**src/rtl/regwb.sv**
```systemverilog
// rtl/regwb.sv - register writeback stage merging ALU and buffered memory results
// The register file's single write port is shared; a full memory FIFO takes priority over the ALU.
module regwb #(
  parameter int DEPTH = 4
) (
  input  logic                     clk,
  input  logic                     rst,
  input  logic                     alu_valid,
  output logic                     alu_ready,
  input  logic [3:0]               alu_waddr,
  input  logic [23:0]              alu_wdata,
  input  logic                     mem_valid,
  output logic                     mem_ready,
  input  logic [3:0]               mem_waddr,
  input  logic [23:0]              mem_wdata,
  output logic                     rf_we,
  output logic [3:0]               rf_waddr,
  output logic [23:0]              rf_wdata,
  output logic [15:0]              pending,
  output logic [$clog2(DEPTH):0]   fifo_count
);

  localparam int AW = $clog2(DEPTH);
  localparam int CW = AW + 1;
  localparam logic [CW-1:0] FULL_COUNT = CW'(DEPTH);

  logic [3:0]    ent_addr [DEPTH];
  logic [23:0]   ent_data [DEPTH];
  logic [AW-1:0] wr_ptr;
  logic [AW-1:0] rd_ptr;
  logic [CW-1:0] count;
  logic [AW-1:0] scan_idx;
  logic          full;
  logic          empty;
  logic          push;
  logic          pop;
  logic          take_alu;

  assign full       = (count == FULL_COUNT);
  assign empty      = (count == '0);
  assign mem_ready  = !full;
  assign alu_ready  = !full;
  assign fifo_count = count;

  // A full FIFO steals the port from the ALU so memory results cannot starve.
  assign push     = mem_valid && !full;
  assign pop      = full || (!alu_valid && !empty);
  assign take_alu = !full && alu_valid;

  always_ff @(posedge clk or posedge rst) begin
    if (rst) begin
      wr_ptr <= '0;
      rd_ptr <= '0;
      count  <= '0;
    end else begin
      if (push) begin
        wr_ptr <= wr_ptr + AW'(1);
      end
      if (pop) begin
        rd_ptr <= rd_ptr + AW'(1);
      end
      count <= count + CW'(push) - CW'(pop);
    end
  end

  // Entry storage needs no reset: occupancy is defined purely by the pointers and count.
  always_ff @(posedge clk) begin
    if (push) begin
      ent_addr[wr_ptr] <= mem_waddr;
      ent_data[wr_ptr] <= mem_wdata;
    end
  end

  always_ff @(posedge clk or posedge rst) begin
    if (rst) begin
      rf_we    <= 1'b0;
      rf_waddr <= '0;
      rf_wdata <= '0;
    end else if (pop) begin
      rf_we    <= 1'b1;
      rf_waddr <= ent_addr[rd_ptr];
      rf_wdata <= ent_data[rd_ptr];
    end else if (take_alu) begin
      rf_we    <= 1'b1;
      rf_waddr <= alu_waddr;
      rf_wdata <= alu_wdata;
    end else begin
      rf_we    <= 1'b0;
    end
  end

  // Only the occupied window [rd_ptr, rd_ptr+count) contributes to the hazard mask.
  always_comb begin
    pending  = '0;
    scan_idx = rd_ptr;
    for (int k = 0; k < DEPTH; k++) begin
      scan_idx = rd_ptr + AW'(k);
      if (CW'(k) < count) begin
        pending[ent_addr[scan_idx]] = 1'b1;
      end
    end
    if (rf_we) begin
      pending[rf_waddr] = 1'b1;
    end
  end

endmodule

```
**config.mk**
```make
export PLATFORM = sky130hd
export DESIGN_NAME = regwb
export DESIGN_NICKNAME = d
export VERILOG_FILES = /design/src/rtl/regwb.sv
export SDC_FILE = /design/constraint.sdc
export NUM_CORES = 1
export LEC_CHECK = 0
export CORE_MARGIN = 2
export CORE_UTILIZATION = 54
export CTS_CLUSTER_SIZE = 10
export DETAILED_ROUTE_END_ITERATION = 10
export PLACE_DENSITY = 0.89
export SKIP_LAST_GASP = 1
export SLEW_MARGIN = 20
export SYNTH_ARGS = -nofsm -noshare
export SYNTH_HDL_FRONTEND = slang
export SYNTH_SLANG_ARGS = --single-unit
```
**constraint.sdc**
```tcl
create_clock -name clk -period 2.6 [get_ports clk]
set_input_delay 0.65 -clock clk [delete_from_list [all_inputs] [get_ports clk]]
set_output_delay 0.65 -clock clk [all_outputs]
set_load 0.05 [all_outputs]
```
== Word-level counts from Yosys, hierarchy flattened ==
Memories as Yosys holds them, arrays and structs flattened.
Cells that the tools add are included.
W data, S select, Z words.

* Bits in registers: 36
* RAM bits: 112
* Logic and storage cells: 70
* Memories: 2

* $add $sub $neg: 6
* Magnitude comparators: 14
* Equal/unequal tests: 1
* Muxes and demuxes: 23
* Bitwise logic cells: 4
* Reductions and logical operators: 14

{| class="wikitable"
|+ Memory list
! name !! depth !! bits a word !! read ports !! clocked after Yosys merged registers in !! wr ports !! RTL line !! RTL
|-
| ent_data || 4 || 24 || 1 || 0 || 1 || 28 || <nowiki>logic [23:0] ent_data [DEPTH];</nowiki>
|-
| ent_addr || 4 || 4 || 4 || 0 || 1 || 27 || <nowiki>logic [3:0] ent_addr [DEPTH];</nowiki>
|}

{| class="wikitable"
|+ Operators with widths
! cell !! count
|-
| $mux W16 || 5
|-
| $or A16 B16 Y16 || 4
|-
| $mux W24 || 2
|-
| $lt A4 B5 Y1 const B || 5
|-
| $demux W1 S4 || 5
|-
| $ge A4 B1 Y1 const B || 5
|-
| $mux W1 || 9
|-
| $logic_and A1 B1 Y1 || 8
|-
| $mux W4 || 2
|-
| $lt A1 B3 Y1 const A || 2
|-
| $lt A2 B3 Y1 const A || 2
|-
| $add A2 B1 Y2 const B || 2
|-
| $add A2 B2 Y2 const B || 2
|-
| $add A3 B1 Y3 || 1
|-
| $eq A3 B3 Y1 const B || 1
|-
| $logic_not A1 Y1 || 3
|-
| $logic_not A3 Y1 || 1
|-
| $sub A3 B1 Y3 || 1
|-
| $reduce_bool A2 Y1 || 1
|-
| $logic_or A1 B1 Y1 || 1
|}

== Logic depth before layout (Yosys ltp) ==
An unclocked memory read counts as a cell.

* Depth after elaboration: 14
* Gate-level depth with buffers: 10
* Gate-level depth less buffers: 9

== Worst setup path before layout ==
No wires, ideal clock.

* Path type: register to output
* Start point: register count[1] (netlist: fifo_count[1])
* End point: output port pending[14]
* Data arrival time: 2527 ps
* Setup slack: -577 ps
* Cell stages (with the launch flop): 8
* Cell sequence: dfrtp_1 inv_1 ha_1 nor2b_1 nand2_1 o21ai_0 o21ai_0 o221ai_1

* Longest elaborated chain between the ends: 10
* Elaborated cells on any way between the ends: 13
* Classes of those cells: order compare (4); mux (5); bitwise (4)

{| class="wikitable"
|+ Ends and longest elaborated chain
! what !! RTL line !! RTL
|-
| from (decl) || 31 || <nowiki>logic [CW-1:0] count;</nowiki>
|-
| from (signal assigned) || 62 || <nowiki>count <= count + CW'(push) - CW'(pop);</nowiki>
|-
| $lt A1 B3 Y1 || 98 || <nowiki>if (CW'(k) < count) begin</nowiki>
|-
| $mux W16 || 98 ||
|-
| $or A16 B16 Y16 (no source line) || -- ||
|-
| $mux W16 || 98 ||
|-
| $or A16 B16 Y16 (no source line) || -- ||
|-
| $mux W16 || 98 ||
|-
| $or A16 B16 Y16 (no source line) || -- ||
|-
| $mux W16 (*) || 98 ||
|-
| $or A16 B16 Y16 (no source line) || -- ||
|-
| $mux W16 (*) || 102 || <nowiki>if (rf_we) begin</nowiki>
|-
| to (decl) || 19 || <nowiki>output logic [15:0] pending,</nowiki>
|}

Mark *: on every way between the ends. The rest lies on a longest branch, timed or not.

== Worst setup path after layout ==
* Start point: register rd_ptr[1]
* End point: output port pending[7]

* Longest elaborated chain between the ends: 14
* Elaborated cells on any way between the ends: 33
* Classes of those cells: add/sub (3); order compare (8); mux (13); bitwise (4); reduce/logical (4); memory (1)

{| class="wikitable"
|+ Ends and longest elaborated chain
! what !! RTL line !! RTL
|-
| from (decl) || 30 || <nowiki>logic [AW-1:0] rd_ptr;</nowiki>
|-
| from (signal assigned) || 60 || <nowiki>rd_ptr <= rd_ptr + AW'(1);</nowiki>
|-
| $add A2 B1 Y2 / $mem_v2 Z4 W4 (equally long branches) || -- ||
|-
| $mem_v2 Z4 W4 (*) || -- ||
|-
| $lt A4 B5 Y1 (not written as such) (tied with other cells) || 99 || <nowiki>pending[ent_addr[scan_idx]] = 1'b1;</nowiki>
|-
| $logic_and A1 B1 Y1 (not written as such) / $mux W1 (equally long branches) || 99 ||
|-
| $mux W1 (not written as such) / $demux W1 S4 (equally long branches) || 99 ||
|-
| $demux W1 S4 / $mux W16 (equally long branches) || 99, 98 ||
|-
| $or A16 B16 Y16 (no source line) || -- ||
|-
| $mux W16 || 98 ||
|-
| $or A16 B16 Y16 (no source line) || -- ||
|-
| $mux W16 || 98 ||
|-
| $or A16 B16 Y16 (no source line) || -- ||
|-
| $mux W16 (*) || 98 ||
|-
| $or A16 B16 Y16 (no source line) || -- ||
|-
| $mux W16 (*) || 102 ||
|}

Marks and branches as above.

==> results.yml <==
yosys:
  synth_cells: 473
  ys_dominant_reg_cell: "sky130_fd_sc_hd__edfxtp_1"
  avgSynthCellArea_um2: 14.56
  synth_cell_type_count: 55
  synth_edf_count: 112
  post_synth_instance_area_um2: 6885
  synth_async_sr_flop_share_pct: 24.32
  synth.net_count: 542
  yosys.cell_count.top_type: "sky130_fd_sc_hd__edfxtp_1"
  number_of_warning_messages_in_the_yosys_log: 0
  synth_commonest_cells: "sky130_fd_sc_hd__edfxtp_1 (112), sky130_fd_sc_hd__dfrtp_1 (36), sky130_fd_sc_hd__nor2_1 (31)"
  ys_seq_area_share_pct: 61.93
  synth-seq-cells: 148
  post_synth_main_area_contributors: "sky130_fd_sc_hd__edfxtp_1 (49%), sky130_fd_sc_hd__dfrtp_1 (13%), sky130_fd_sc_hd__mux4_2 (9.5%)"
  synthDominantAreaCellType: "sky130_fd_sc_hd__edfxtp_1"
  yosysTopAreaCellShare_pct: 48.85
floorplan:
  floorplan.die_area_um2: 13670
  die_x_um: 116.9
  io_pins: 110
  dieHeight_um: 116.9
  initial_utilization_pct: 55.01
  floorplan.core_area_um2: 12520
  placementRows: 41
hold_path:
  hold_path_depth: 2
  min_path_type: "reg2reg"
  worst_min_path_start: "rf_wdata[3]"
  timing.hold.worst_endpoint: "rf_wdata[3]"
sta:
  final_period_util_pct: 128.2
  worst_rel_slew_slack_pct: 32.08
  timing.final.ws_setup_ns: -0.7328
  max_clock_freq_mhz: 300.1
  hold-worst-slack_ns: 0.5149
  drv_slew: 0
  unrepaired_setup_endpoints_after_global_routing: "yes"
  min_period_ns: 3.333
  final.setup_skew_ns: 0.009659
  setup-violations-final: 16
  worst_pin_slew_ns: 1.019
  hold_viol_final: 0
flow_run:
  max-cap-violations: 0
critical_path:
  path_max_fanout: 5
  worst_setup_path_end_kind: "output port"
  ff_to_ff_setup_slack_ns: 0.21
  timing.critical_path.arrival_ns: 2.68
  worstRegToRegCells: 5
  setup.worst_path.start_class: "register"
  crit_required_ns: 1.95
  r2r-end: "rf_wdata[9]"
  crit_path_start: "rd_ptr[1]"
  r2r_start: "fifo_count[0]"
  worst-setup-path-type: "reg2out"
detailed_routing:
  detail_route.iter0.violations: 523
  num_vias: 5201
  vias_per_cell: 6.214
  routed_wire_length_per_instance_um: 25.18
  route.final.wire_length_um: 21080
  drt_pass1_iterations: 8
  remaining_drc_errors: 0
  post_route_antenna_net_violation_count: 0
global_route:
  grt_first_pass_wirelength_um: 30190
  grt_start_max_net_pins: 37
  gr-usage-all-layers_pct: 30.65
  grt.overflow.total: 0
  via_count_of_the_first_global_routing_pass: 5414
  antenna_found_initial: 0
layout:
  layout_area_growth_over_synthesis_pct: 44.03
  utilization_pct: 79.23
  fin_nets: 721
  final_area_um2: 9917
  insertedDiodeCount: 0
  fill_cells: 683
  post_route_cells_drive_above_1_share_pct: 36.99
placement:
  final_hpwl_from_detailed_placement_um: 13770
  gp_congestion: 1.025
  buffer_ports.inserted: 109
  postPlaceCellArea_um2: 8766
run_status:
  run_status: "complete, but fails checks"
  violations: "negative setup slack"
clock_network:
  clk_root_buffer_cell: "sky130_fd_sc_hd__clkbuf_16"
  cts_max_level: 4
  cts.sink_count: 148
  cts_buffer_depth: 2
  cts_hold_repair.buffers: 0
  path_clk_slew_ns: 0.06
  tritoncts: "built"
  number_of_buffers_added_by_the_clock_tree_synthesis_step: 17
  clk-insertion-delay-late_ns: 0.42
## sequential cells by signal, indices dropped and copies added, names as in the netlist
name	flops
ent_addr	16
wr_ptr	2
rf_wdata	24
rd_ptr	2
rf_we	1
ent_data	96
fifo_count	3
rf_waddr	4
## final cells by class
class / instances / area [um^2] / area share [%]
clock inverter: 14 / 127.6 / 1.287
clock buffer: 18 / 429.2 / 4.328
sequential: 148 / 4270 / 43.06
multi-input combinational: 275 / 2890 / 29.14
inverter: 28 / 108.9 / 1.098
tap: 172 / 215.2 / 2.170
timing repair buffer: 182 / 1876 / 18.91
## placed cells by master, fill, tap and decap left out, types with 6 or more instances in the layout
cell type / synthesis / routed
sky130_fd_sc_hd__a221oi_2: 0 / 6
sky130_fd_sc_hd__a222oi_1: 17 / 17
sky130_fd_sc_hd__and3_1: 7 / 6
sky130_fd_sc_hd__buf_12: 0 / 16
sky130_fd_sc_hd__buf_4: 5 / 62
sky130_fd_sc_hd__buf_6: 2 / 7
sky130_fd_sc_hd__clkbuf_16: 0 / 18
sky130_fd_sc_hd__clkdlybuf4s50_1: 0 / 91
sky130_fd_sc_hd__dfrtp_1: 36 / 31
sky130_fd_sc_hd__edfxtp_1: 112 / 112
sky130_fd_sc_hd__ha_1: 8 / 6
sky130_fd_sc_hd__inv_1: 26 / 23
sky130_fd_sc_hd__mux2_2: 15 / 6
sky130_fd_sc_hd__mux2_4: 0 / 10
sky130_fd_sc_hd__mux2i_4: 0 / 7
sky130_fd_sc_hd__mux4_2: 29 / 29
sky130_fd_sc_hd__nand2_1: 25 / 21
sky130_fd_sc_hd__nand2b_1: 8 / 7
sky130_fd_sc_hd__nand3_1: 10 / 7
sky130_fd_sc_hd__nor2_1: 31 / 22
sky130_fd_sc_hd__nor2_2: 0 / 6
sky130_fd_sc_hd__nor2b_1: 13 / 8
sky130_fd_sc_hd__nor2b_4: 1 / 6
sky130_fd_sc_hd__o21ai_0: 8 / 8
sky130_fd_sc_hd__o22ai_1: 8 / 7
## through the flow
stage / worst slack (ns) / std cells / setup TNS (ns)
6_report: -0.7328 / 837 / -9.956
5_1_grt: -0.7716 / 837 / -10.56
4_1_cts: -0.6779 / 829 / -9.276
3_5_place_dp: -0.2563 / 790 / -2.790
3_3_place_gp: -0.1947 / 790 / -1.728
2_1_floorplan: -0.2340 / 473 / -0.9432
## kinds of logic after synthesis
kind of cell | synth area share, %
xor gates and xnor gates | 0.5089
muxes | 13.90
DFF | 61.93
adders and majority gates | 1.745
buffers and inverters | 3.307
AOI/OAI and AO/OA | 9.467
and+or+nand+nor | 9.140
## repair_timing
| item | 4_1_cts | 5_1_grt |
|---|---|---|
| pin swaps | 6 | 16 |
| cloned | 1 | 1 |
| resized for setup | 46 | 45 |
| endpoints found under the setup margin | 16 | 16 |
| setup buffers | 6 | 9 |
## metal layers
layer | vias up | wire length (um) | global-route usage, %
li1 | 2232 | - | -
met1 | 2590 | 7495 | 36.67
met2 | 316 | 11110 | 52.83
met3 | 63 | 1708 | 7.518
met4 | 0 | 761 | 13.88
met5 | - | 0 | 0.3704
## worst max path at each step
stage	endpoint	depth (start not counted)
global placement	pending[7]	7
floorplan	pending[8]	6
finish	pending[7]	8
CTS	pending[12]	9
detailed placement	pending[12]	9
global route	pending[7]	7
## critical path: stages (launching register included)
cell                       delay (ns)
sky130_fd_sc_hd__dfrtp_2         0.47
sky130_fd_sc_hd__buf_12          0.17
sky130_fd_sc_hd__buf_4           0.13
sky130_fd_sc_hd__mux2_4          0.30
sky130_fd_sc_hd__mux2_4          0.30
sky130_fd_sc_hd__and2_4          0.18
sky130_fd_sc_hd__a221oi_2        0.30
sky130_fd_sc_hd__o211ai_1        0.21
sky130_fd_sc_hd__buf_12          0.20
Power is not shown: default switching activity piles up to over one toggle a cycle in this logic, so the estimate is an artifact.
